File: config.mk
export PLATFORM = sky130hd
export DESIGN_NAME = mem_port_arbiter_flat
export DESIGN_NICKNAME = d
export VERILOG_FILES = /design/src/rtl/mem_port_arbiter_if.sv /design/src/rtl/mem_port_arbiter.sv /design/src/flat_wrapper.sv
export SDC_FILE = /design/constraint.sdc
export NUM_CORES = 1
export LEC_CHECK = 0
export BUFFER_PORTS_ARGS = -buffer_cell sky130_fd_sc_hd__buf_4
export CAP_MARGIN = 15
export CORE_AREA = 2 2 106 108
export CTS_BUF_LIST = sky130_fd_sc_hd__clkbuf_4
export DETAILED_ROUTE_END_ITERATION = 8
export DIE_AREA = 0 0 108 110
export GPL_ROUTABILITY_DRIVEN = 1
export PLACE_DENSITY_LB_ADDON = 0.3
export SYNTH_ARGS = -nofsm -noshare
export SYNTH_HDL_FRONTEND = slang
export SYNTH_SLANG_ARGS = --single-unit
File: constraint.sdc
create_clock -name clk -period 2.9 [get_ports clk]
set_clock_uncertainty 0.1 [all_clocks]
set_input_delay 0.58 -clock clk [delete_from_list [all_inputs] [get_ports clk]]
set_output_delay 0.58 -clock clk [all_outputs]
set_load 0.01 [all_outputs]
File: src/rtl/mem_port_arbiter_if.sv
`default_nettype none
// ============================================================================
// Module      : mem_port_arbiter_if
// Description : Bundle of fetch, load/store and memory-side signals shared by
//               the memory port arbiter and its neighbours.
// Revision    : 1.0 - initial release
// ============================================================================
interface mem_port_arbiter_if;
  // fetch port
  logic        if_req;
  logic [31:0] if_addr;
  logic        if_gnt;
  logic        if_rvalid;
  logic [31:0] if_rdata;
  // load/store port
  logic        ls_req;
  logic        ls_we;
  logic [3:0]  ls_mask;
  logic [31:0] ls_addr;
  logic [31:0] ls_wdata;
  logic        ls_gnt;
  logic        ls_rvalid;
  logic [31:0] ls_rdata;
  // memory side
  logic        mem_cs;
  logic        mem_we;
  logic [3:0]  mem_mask;
  logic [31:0] mem_addr;
  logic [31:0] mem_wdata;
  logic [31:0] mem_rdata;
  // stall indication to control
  logic        arb_busy;

  // arbiter view
  modport slave (
    input  if_req, if_addr, ls_req, ls_we, ls_mask, ls_addr, ls_wdata, mem_rdata,
    output if_gnt, if_rvalid, if_rdata, ls_gnt, ls_rvalid, ls_rdata,
           mem_cs, mem_we, mem_mask, mem_addr, mem_wdata, arb_busy
  );

  // requester/memory view
  modport master (
    output if_req, if_addr, ls_req, ls_we, ls_mask, ls_addr, ls_wdata, mem_rdata,
    input  if_gnt, if_rvalid, if_rdata, ls_gnt, ls_rvalid, ls_rdata,
           mem_cs, mem_we, mem_mask, mem_addr, mem_wdata, arb_busy
  );
endinterface
`default_nettype wire

File: src/rtl/mem_port_arbiter.sv
`default_nettype none
// ============================================================================
// Module      : mem_port_arbiter
// Description : Shares one single-port memory between instruction fetch and
//               load/store. Load/store has priority; fetch overrides it once
//               it has waited STARVE_LIM cycles. Reads hold the memory for
//               RD_LAT wait cycles and return data to the owning port.
// Revision    : 1.0 - initial release
// ============================================================================
module mem_port_arbiter #(
  parameter int RD_LAT     = 1,  // 1..7
  parameter int STARVE_LIM = 4   // 1..15
) (
  input  logic              clk,
  input  logic              reset,
  mem_port_arbiter_if.slave bus
);

  typedef enum logic [0:0] {S_IDLE = 1'b0, S_WAIT = 1'b1} state_t;
  typedef enum logic [1:0] {OWN_NONE = 2'd0, OWN_IF = 2'd1, OWN_LS = 2'd2} owner_t;

  localparam logic [2:0] c_rd_lat     = 3'(RD_LAT);
  localparam logic [3:0] c_starve_lim = 4'(STARVE_LIM);

  state_t     r_state;
  owner_t     r_owner;
  logic [2:0] r_lat_cnt;
  logic [3:0] r_starve_cnt;

  logic w_can_grant;
  logic w_if_wins;
  logic w_if_gnt;
  logic w_ls_gnt;
  logic w_rd_done;

  // Grant decision: only in IDLE and never while reset is asserted
  always_comb begin
    w_can_grant = (r_state == S_IDLE) && !reset;
    w_if_wins   = bus.if_req && (!bus.ls_req || (r_starve_cnt == c_starve_lim));
    w_if_gnt    = w_can_grant && w_if_wins;
    w_ls_gnt    = w_can_grant && bus.ls_req && !w_if_wins;
    w_rd_done   = (r_state == S_WAIT) && (r_lat_cnt == c_rd_lat);
  end

  // Memory request, grants and read-data steering; everything is 0 when idle
  always_comb begin
    bus.if_gnt    = w_if_gnt;
    bus.ls_gnt    = w_ls_gnt;
    bus.mem_cs    = w_if_gnt || w_ls_gnt;
    bus.mem_we    = w_ls_gnt && bus.ls_we;
    bus.mem_mask  = 4'h0;
    bus.mem_addr  = 32'h0;
    bus.mem_wdata = 32'h0;
    if (w_if_gnt) begin
      bus.mem_mask = 4'hF;
      bus.mem_addr = bus.if_addr;
    end else if (w_ls_gnt) begin
      bus.mem_mask  = bus.ls_mask;
      bus.mem_addr  = bus.ls_addr;
      bus.mem_wdata = bus.ls_wdata;
    end
    bus.if_rvalid = w_rd_done && (r_owner == OWN_IF);
    bus.ls_rvalid = w_rd_done && (r_owner == OWN_LS);
    bus.if_rdata  = bus.if_rvalid ? bus.mem_rdata : 32'h0;
    bus.ls_rdata  = bus.ls_rvalid ? bus.mem_rdata : 32'h0;
    bus.arb_busy  = (r_state == S_WAIT);
  end

  // Read sequencer: a granted read waits RD_LAT cycles, then returns to IDLE
  always_ff @(posedge clk or posedge reset) begin
    if (reset) begin
      r_state   <= S_IDLE;
      r_owner   <= OWN_NONE;
      r_lat_cnt <= 3'd0;
    end else begin
      case (r_state)
        S_IDLE: begin
          if (w_if_gnt || (w_ls_gnt && !bus.ls_we)) begin
            r_state   <= S_WAIT;
            r_owner   <= w_if_gnt ? OWN_IF : OWN_LS;
            r_lat_cnt <= 3'd1;
          end
        end
        S_WAIT: begin
          if (r_lat_cnt == c_rd_lat) begin
            r_state   <= S_IDLE;
            r_owner   <= OWN_NONE;
            r_lat_cnt <= 3'd0;
          end else begin
            r_lat_cnt <= r_lat_cnt + 3'd1;
          end
        end
        default: begin
          r_state   <= S_IDLE;
          r_owner   <= OWN_NONE;
          r_lat_cnt <= 3'd0;
        end
      endcase
    end
  end

  // Fetch starvation counter: counts ungranted fetch cycles, saturating at the limit
  always_ff @(posedge clk or posedge reset) begin
    if (reset) begin
      r_starve_cnt <= 4'd0;
    end else if (bus.if_req && !w_if_gnt) begin
      if (r_starve_cnt != c_starve_lim) begin
        r_starve_cnt <= r_starve_cnt + 4'd1;
      end
    end else begin
      r_starve_cnt <= 4'd0;
    end
  end

endmodule
`default_nettype wire

File: src/flat_wrapper.sv
// flat-port wrapper written by rule: the top's interface ports become plain ports
module mem_port_arbiter_flat 
#(
  parameter int RD_LAT     = 1,         
  parameter int STARVE_LIM = 4           
)
  (clk, reset, bus_if_req, bus_if_addr, bus_ls_req, bus_ls_we, bus_ls_mask, bus_ls_addr, bus_ls_wdata, bus_mem_rdata, bus_if_gnt, bus_if_rvalid, bus_if_rdata, bus_ls_gnt, bus_ls_rvalid, bus_ls_rdata, bus_mem_cs, bus_mem_we, bus_mem_mask, bus_mem_addr, bus_mem_wdata, bus_arb_busy);
  mem_port_arbiter_if bus_i ();
  input  logic clk;
  input  logic reset;
  input wire logic [$bits(bus_i.if_req)-1:0] bus_if_req;
  input wire logic [$bits(bus_i.if_addr)-1:0] bus_if_addr;
  input wire logic [$bits(bus_i.ls_req)-1:0] bus_ls_req;
  input wire logic [$bits(bus_i.ls_we)-1:0] bus_ls_we;
  input wire logic [$bits(bus_i.ls_mask)-1:0] bus_ls_mask;
  input wire logic [$bits(bus_i.ls_addr)-1:0] bus_ls_addr;
  input wire logic [$bits(bus_i.ls_wdata)-1:0] bus_ls_wdata;
  input wire logic [$bits(bus_i.mem_rdata)-1:0] bus_mem_rdata;
  output wire logic [$bits(bus_i.if_gnt)-1:0] bus_if_gnt;
  output wire logic [$bits(bus_i.if_rvalid)-1:0] bus_if_rvalid;
  output wire logic [$bits(bus_i.if_rdata)-1:0] bus_if_rdata;
  output wire logic [$bits(bus_i.ls_gnt)-1:0] bus_ls_gnt;
  output wire logic [$bits(bus_i.ls_rvalid)-1:0] bus_ls_rvalid;
  output wire logic [$bits(bus_i.ls_rdata)-1:0] bus_ls_rdata;
  output wire logic [$bits(bus_i.mem_cs)-1:0] bus_mem_cs;
  output wire logic [$bits(bus_i.mem_we)-1:0] bus_mem_we;
  output wire logic [$bits(bus_i.mem_mask)-1:0] bus_mem_mask;
  output wire logic [$bits(bus_i.mem_addr)-1:0] bus_mem_addr;
  output wire logic [$bits(bus_i.mem_wdata)-1:0] bus_mem_wdata;
  output wire logic [$bits(bus_i.arb_busy)-1:0] bus_arb_busy;
  assign bus_i.if_req = bus_if_req;
  assign bus_i.if_addr = bus_if_addr;
  assign bus_i.ls_req = bus_ls_req;
  assign bus_i.ls_we = bus_ls_we;
  assign bus_i.ls_mask = bus_ls_mask;
  assign bus_i.ls_addr = bus_ls_addr;
  assign bus_i.ls_wdata = bus_ls_wdata;
  assign bus_i.mem_rdata = bus_mem_rdata;
  assign bus_if_gnt = bus_i.if_gnt;
  assign bus_if_rvalid = bus_i.if_rvalid;
  assign bus_if_rdata = bus_i.if_rdata;
  assign bus_ls_gnt = bus_i.ls_gnt;
  assign bus_ls_rvalid = bus_i.ls_rvalid;
  assign bus_ls_rdata = bus_i.ls_rdata;
  assign bus_mem_cs = bus_i.mem_cs;
  assign bus_mem_we = bus_i.mem_we;
  assign bus_mem_mask = bus_i.mem_mask;
  assign bus_mem_addr = bus_i.mem_addr;
  assign bus_mem_wdata = bus_i.mem_wdata;
  assign bus_arb_busy = bus_i.arb_busy;
  mem_port_arbiter #(.RD_LAT(RD_LAT), .STARVE_LIM(STARVE_LIM)) u_core (.clk(clk), .reset(reset), .bus(bus_i));
endmodule
### After elaboration in Yosys (flattened, before gate mapping)

Index checks and enable logic that the tools add are counted.

| word-level totals | value |
|---|---|
| register bits | 10 |
| output and inout port bits | 139 |
| logic and storage cells | 55 |

| cells by class | value |
|---|---|
| add/sub/neg operators | 2 |
| equal/unequal tests | 8 |
| multiplexer cells | 20 |
| bitwise operators | 1 |
| reduce and logical (&&, ||, !) cells | 20 |

Operator list:

| operator | number |
|---|---|
| $mux W32 | 6 |
| $mux W4 | 4 |
| $logic_and A1 B1 Y1 | 11 |
| $mux W2 | 3 |
| $mux W3 | 2 |
| $ne A2 B2 Y1 const B | 3 |
| $pmux W3 S2 | 1 |
| $logic_not A1 Y1 | 5 |
| $add A4 B1 Y4 const B | 1 |
| $eq A4 B3 Y1 const B | 1 |
| $ne A4 B3 Y1 const B | 1 |
| $pmux W2 S2 | 1 |
| $add A3 B1 Y3 const B | 1 |
| $eq A3 B1 Y1 const B | 1 |
| $logic_or A1 B1 Y1 | 3 |
| $eq A2 B1 Y1 const B | 1 |
| $eq A2 B2 Y1 const B | 1 |
| $mux W1 | 2 |
| $pmux W1 S2 | 1 |
| $reduce_and A2 Y1 | 1 |
| $not A1 Y1 | 1 |

### Depth between registers and ports, before layout

| depth | value |
|---|---|
| depth after elaboration | 9 |
| mapped depth | 8 |

### Worst setup path after synthesis

No wires, ideal clock.

| timing path | value |
|---|---|
| path type | flip-flop to output port |
| start | register u_core.r_starve_cnt[0] |
| end | output port bus_mem_addr[18] |
| data arrival time | 1,589 ps |
| required time | 2,220 ps |
| path slack | 631 ps |
| cell stages (with the launch flop) | 8 |
| path buffers | 2 |
| cell sequence | dfrtp_1 -> inv_1 -> ha_1 -> nand3b_1 -> a211oi_2 -> buf_4 -> buf_6 -> a22o_1 |

| on the way | value |
|---|---|
| word-level cells in the longest chain between the ends | 7 |
| elaborated cells between the ends (all ways) | 8 |
| classes of those cells | 1 x eq/ne; 2 x mux; 5 x reduce/logical |

Ends and longest elaborated chain:

| element | RTL line | text |
|---|---|---|
| from (decl) | mem_port_arbiter.sv:28 | `logic [3:0] r_starve_cnt;` |
| from (signal assigned) | mem_port_arbiter.sv:108 | `r_starve_cnt <= r_starve_cnt + 4'd1;` |
| $eq A4 B3 Y1 (*) | mem_port_arbiter.sv:39 | `w_if_wins = bus.if_req && (!bus.ls_req \|\| (r_starve_cnt == c_starve_lim));` |
| $logic_or A1 B1 Y1 (*) | mem_port_arbiter.sv:39 |  |
| $logic_and A1 B1 Y1 (*) | mem_port_arbiter.sv:39 |  |
| $logic_not A1 Y1 | mem_port_arbiter.sv:41 | `w_ls_gnt = w_can_grant && bus.ls_req && !w_if_wins;` |
| $logic_and A1 B1 Y1 | mem_port_arbiter.sv:41 |  |
| $mux W32 | mem_port_arbiter.sv:57 | `end else if (w_ls_gnt) begin` |
| $mux W32 (*) | mem_port_arbiter.sv:54 | `if (w_if_gnt) begin` |
| to (decl) | flat_wrapper.sv:28 | `output wire logic [$bits(bus_i.mem_addr)-1:0] bus_mem_addr;` |

Every way passes the cells marked *; elsewhere a longest branch is shown, timed or not.

### Worst setup path in the final report

| timing path | value |
|---|---|
| start | register u_core.r_starve_cnt[0] |
| end | output port bus_mem_addr[30] |

The elaborated chain is that of the path after synthesis.

==> results.tsv <==
metric	value	unit
synth_compound_gate_area_share	25.4	%
hold_path.class	input pin to asynchronous set/reset pin	
initial_antenna_violation_count	0	
p_leak	2.17	nW
max-slew-margin-rel	71.2	%
worst_pin_slew	0.430	ns
die_h	110	um
synthesis.yosys.warnings	0	
synth.mux.area_fraction	1.24	%
startpoint_type	register	
chipWidth	108	um
cap_viol_max_count	0	
path_max_fanout	14	
pwr_density_cell	382	nW/um^2
ctsHoldBuffers	0	
antenna_cells_inserted	0	
setup_viol	0	
io_pins	276	
path_clk_slew	0.06	ns
power.ir.vdd_worst	194	uV
grt_start_max_net_pins	63	
yosys.area_share.simple	47.9	%
insertion_delay	0.26	ns
cp_data_arrival_time	2.00	ns
globalRoute.totalOverflow	0	
tns	0	ns
synth.ff_latch_count	10	
worstPathCellList	inv_1 > ha_1 > nand3b_1 > a211oi_4 > buf_4 > a22o_1 > buf_4	
core	10700	um^2
drtIter0Drc	86	
synth.area.top_cells	sky130_fd_sc_hd__and2_1 (38%), sky130_fd_sc_hd__a22o_1 (17%), sky130_fd_sc_hd__dfrtp_1 (15%)	
final.min_clock_period	2.68	ns
clock-sinks	10	
floorplan.initialDensity	15.1	%
synth_adder_area_share	1.55	%
critPathMostFrequentCell	sky130_fd_sc_hd__buf_4	
layout.core_utilization	36.3	%
cts_buffer_depth	2	
groute.usage.overall	11.8	%
drt-wirelength-per-cell	13.9	um
ys_dominant_reg_cell	sky130_fd_sc_hd__dfrtp_1	
place_hpwl	7330	um
tritoncts	yes	
fin_nets	618	
place_worst_setup_slack	0.334	ns
route.vias.total	2521	
port_buffers	275	
synth-seq-area-share	15.5	%
worst_slack	0.220	ns
fmax	373	MHz
fp.dieArea	11900	um^2
post_synth.cell_area_avg	7.70	um^2
yosys.area_share.xor_xnor	1.08	%
drive_gt1_share	61.6	%
global_route_wire_length_before_repair	11200	um
post_synth_edffs	0	
fillCellCount	1102	
synthesized_netlist_cell_count	210	
synthDominantCellAreaShare	38.3	%
synthMostInstantiatedCell	sky130_fd_sc_hd__and2_1	
root_buffer	sky130_fd_sc_hd__clkbuf_4	
min_period_over_period	92.4	%
areaGrowthSynthToFinish	140	%
timing.critical_path.slowest_stage_cell	sky130_fd_sc_hd__dfrtp_1	
synth_top_cell_by_area	sky130_fd_sc_hd__and2_1	
rsz0062_at_grt	false	
report.final.slew_viol_count	0	
worstSetupPathType	register to primary output	
antenna_left	0	
final-hold-violation-count	0	
synth_commonest_cells	sky130_fd_sc_hd__and2_1 (99), sky130_fd_sc_hd__a22o_1 (32), sky130_fd_sc_hd__dfrtp_1 (10), sky130_fd_sc_hd__clkbuf_1 (9)	
wirelength	8570	um
drt_pass1_iterations	4	
outcome	finished clean	
cts_made_buffers	3	
core.rowCount	38	
postSynth.asyncResetShare	100	%
grt_pass1_vias	2371	
gp_congestion	0.718	
synth.distinct_cells	36	
synth_top_family_by_area	simple AND/OR/NAND/NOR gates	
syn_nets	349	
drc	0	
post_synth_instance_area	1620	um^2
cp_slowest_stage_delay	0.42	ns
h-tree-depth	1	
timing.critical_path.to_type	primary output	
avgViaCountPerCell	4.09	
worst_ep_required_time	2.22	ns
cells by family after synthesis:
kind of cell | Yosys count
simple gates | 120
compound gates | 49
buf+inv | 25
flops | 10
xor+xnor | 2
mux | 2
fa+ha+maj | 2
state kept, by name, summed over array words and instances, names as in the netlist:
signal               cells
u_core.r_starve_cnt      4
u_core.r_lat_cnt         3
u_core.r_owner           2
u_core.bus.arb_busy      1
per-layer routing:
metal	GRT usage, %	part of all wire [%]	vias to the layer above
met5	0	0	-
met4	0.824	0	0
met3	3.12	11	0
met2	23.8	54	163
met1	12.9	35	1109
li1	-	-	1249
repair_timing:
item	in CTS	in global routing
resized for setup	0	2
hold endpoints to repair	0	0
buffers inserted	0	1
endpoints found under the setup margin	0	55
metrics by stage:
step	area, um^2	power [mW]	cells	hold slack [ns]
2_1_floorplan	1620	0.816	210	0.320
3_3_place_gp	3820	1.37	612	0.432
3_5_place_dp	3820	1.38	612	0.450
4_1_cts	3840	1.48	615	0.240
5_1_grt	3880	1.61	617	0.251
6_report	3880	1.48	617	0.234
path summary, 6_finish.rpt:
path | startpoint | to | slack, ns | depth (start not counted)
min in group clk | bus_ls_we | u_core.r_owner[1] | 0.44 | 2
max in group asynchronous | reset | u_core.r_owner[0] | 2.17 | 2
min | reset | u_core.bus.arb_busy | 0.23 | 2
max | u_core.r_starve_cnt[0] | bus_mem_addr[30] | 0.22 | 7
min reg2reg | u_core.r_owner[0] | u_core.r_owner[0] | 0.46 | 2
max reg2reg | u_core.r_starve_cnt[0] | u_core.r_owner[0] | 1.15 | 6
cell usage in the layout (no fill, tap or decap), types with 2 or more instances in the layout:
master / netlist / final
sky130_fd_sc_hd__buf_4: 1 / 279
sky130_fd_sc_hd__and2_1: 99 / 99
sky130_fd_sc_hd__a22o_1: 32 / 32
sky130_fd_sc_hd__dfrtp_1: 10 / 10
sky130_fd_sc_hd__inv_1: 6 / 6
sky130_fd_sc_hd__nor3_1: 3 / 3
sky130_fd_sc_hd__nand2b_1: 3 / 3
sky130_fd_sc_hd__a31oi_1: 3 / 3
sky130_fd_sc_hd__nand2_1: 3 / 3
sky130_fd_sc_hd__a21o_1: 3 / 3
sky130_fd_sc_hd__clkbuf_4: 0 / 3
sky130_fd_sc_hd__mux2i_1: 2 / 2
sky130_fd_sc_hd__xnor2_1: 2 / 2
sky130_fd_sc_hd__o31ai_1: 2 / 2
sky130_fd_sc_hd__nor3b_2: 2 / 2
sky130_fd_sc_hd__nor2_1: 2 / 2
sky130_fd_sc_hd__nand3_1: 2 / 2
sky130_fd_sc_hd__ha_1: 2 / 2
cell type report:
cell class | count | area, um^2 | area share [%]
timing repair buffer | 282 | 2150 | 55.4
tap | 140 | 175 | 4.51
sequential | 10 | 250 | 6.45
inverter | 7 | 28.8 | 0.741
multi-input combinational | 175 | 1250 | 32.3
clock buffer | 3 | 22.5 | 0.580
power by group:
| group | internal [mW] | leakage [nW] | switching (mW) |
|---|---|---|---|
| Sequential | 0.192 | 0.131 | 0.0779 |
| Combinational | 0.634 | 2.02 | 0.486 |
| Clock | 0.0478 | 0.0138 | 0.0447 |
worst max-delay path: cells and delay by family, from the launching register on:
| family | cells | cell delay [ns] |
|---|---|---|
| flip-flops | 1 | 0.42 |
| buffers and inverters | 3 | 0.46 |
| AND/OR/NAND/NOR | 1 | 0.19 |
| adder cells (fa/ha/maj) | 1 | 0.19 |
| AO/OA/AOI/OAI | 2 | 0.49 |
Note: power is estimated with default switching activity, not from simulation.
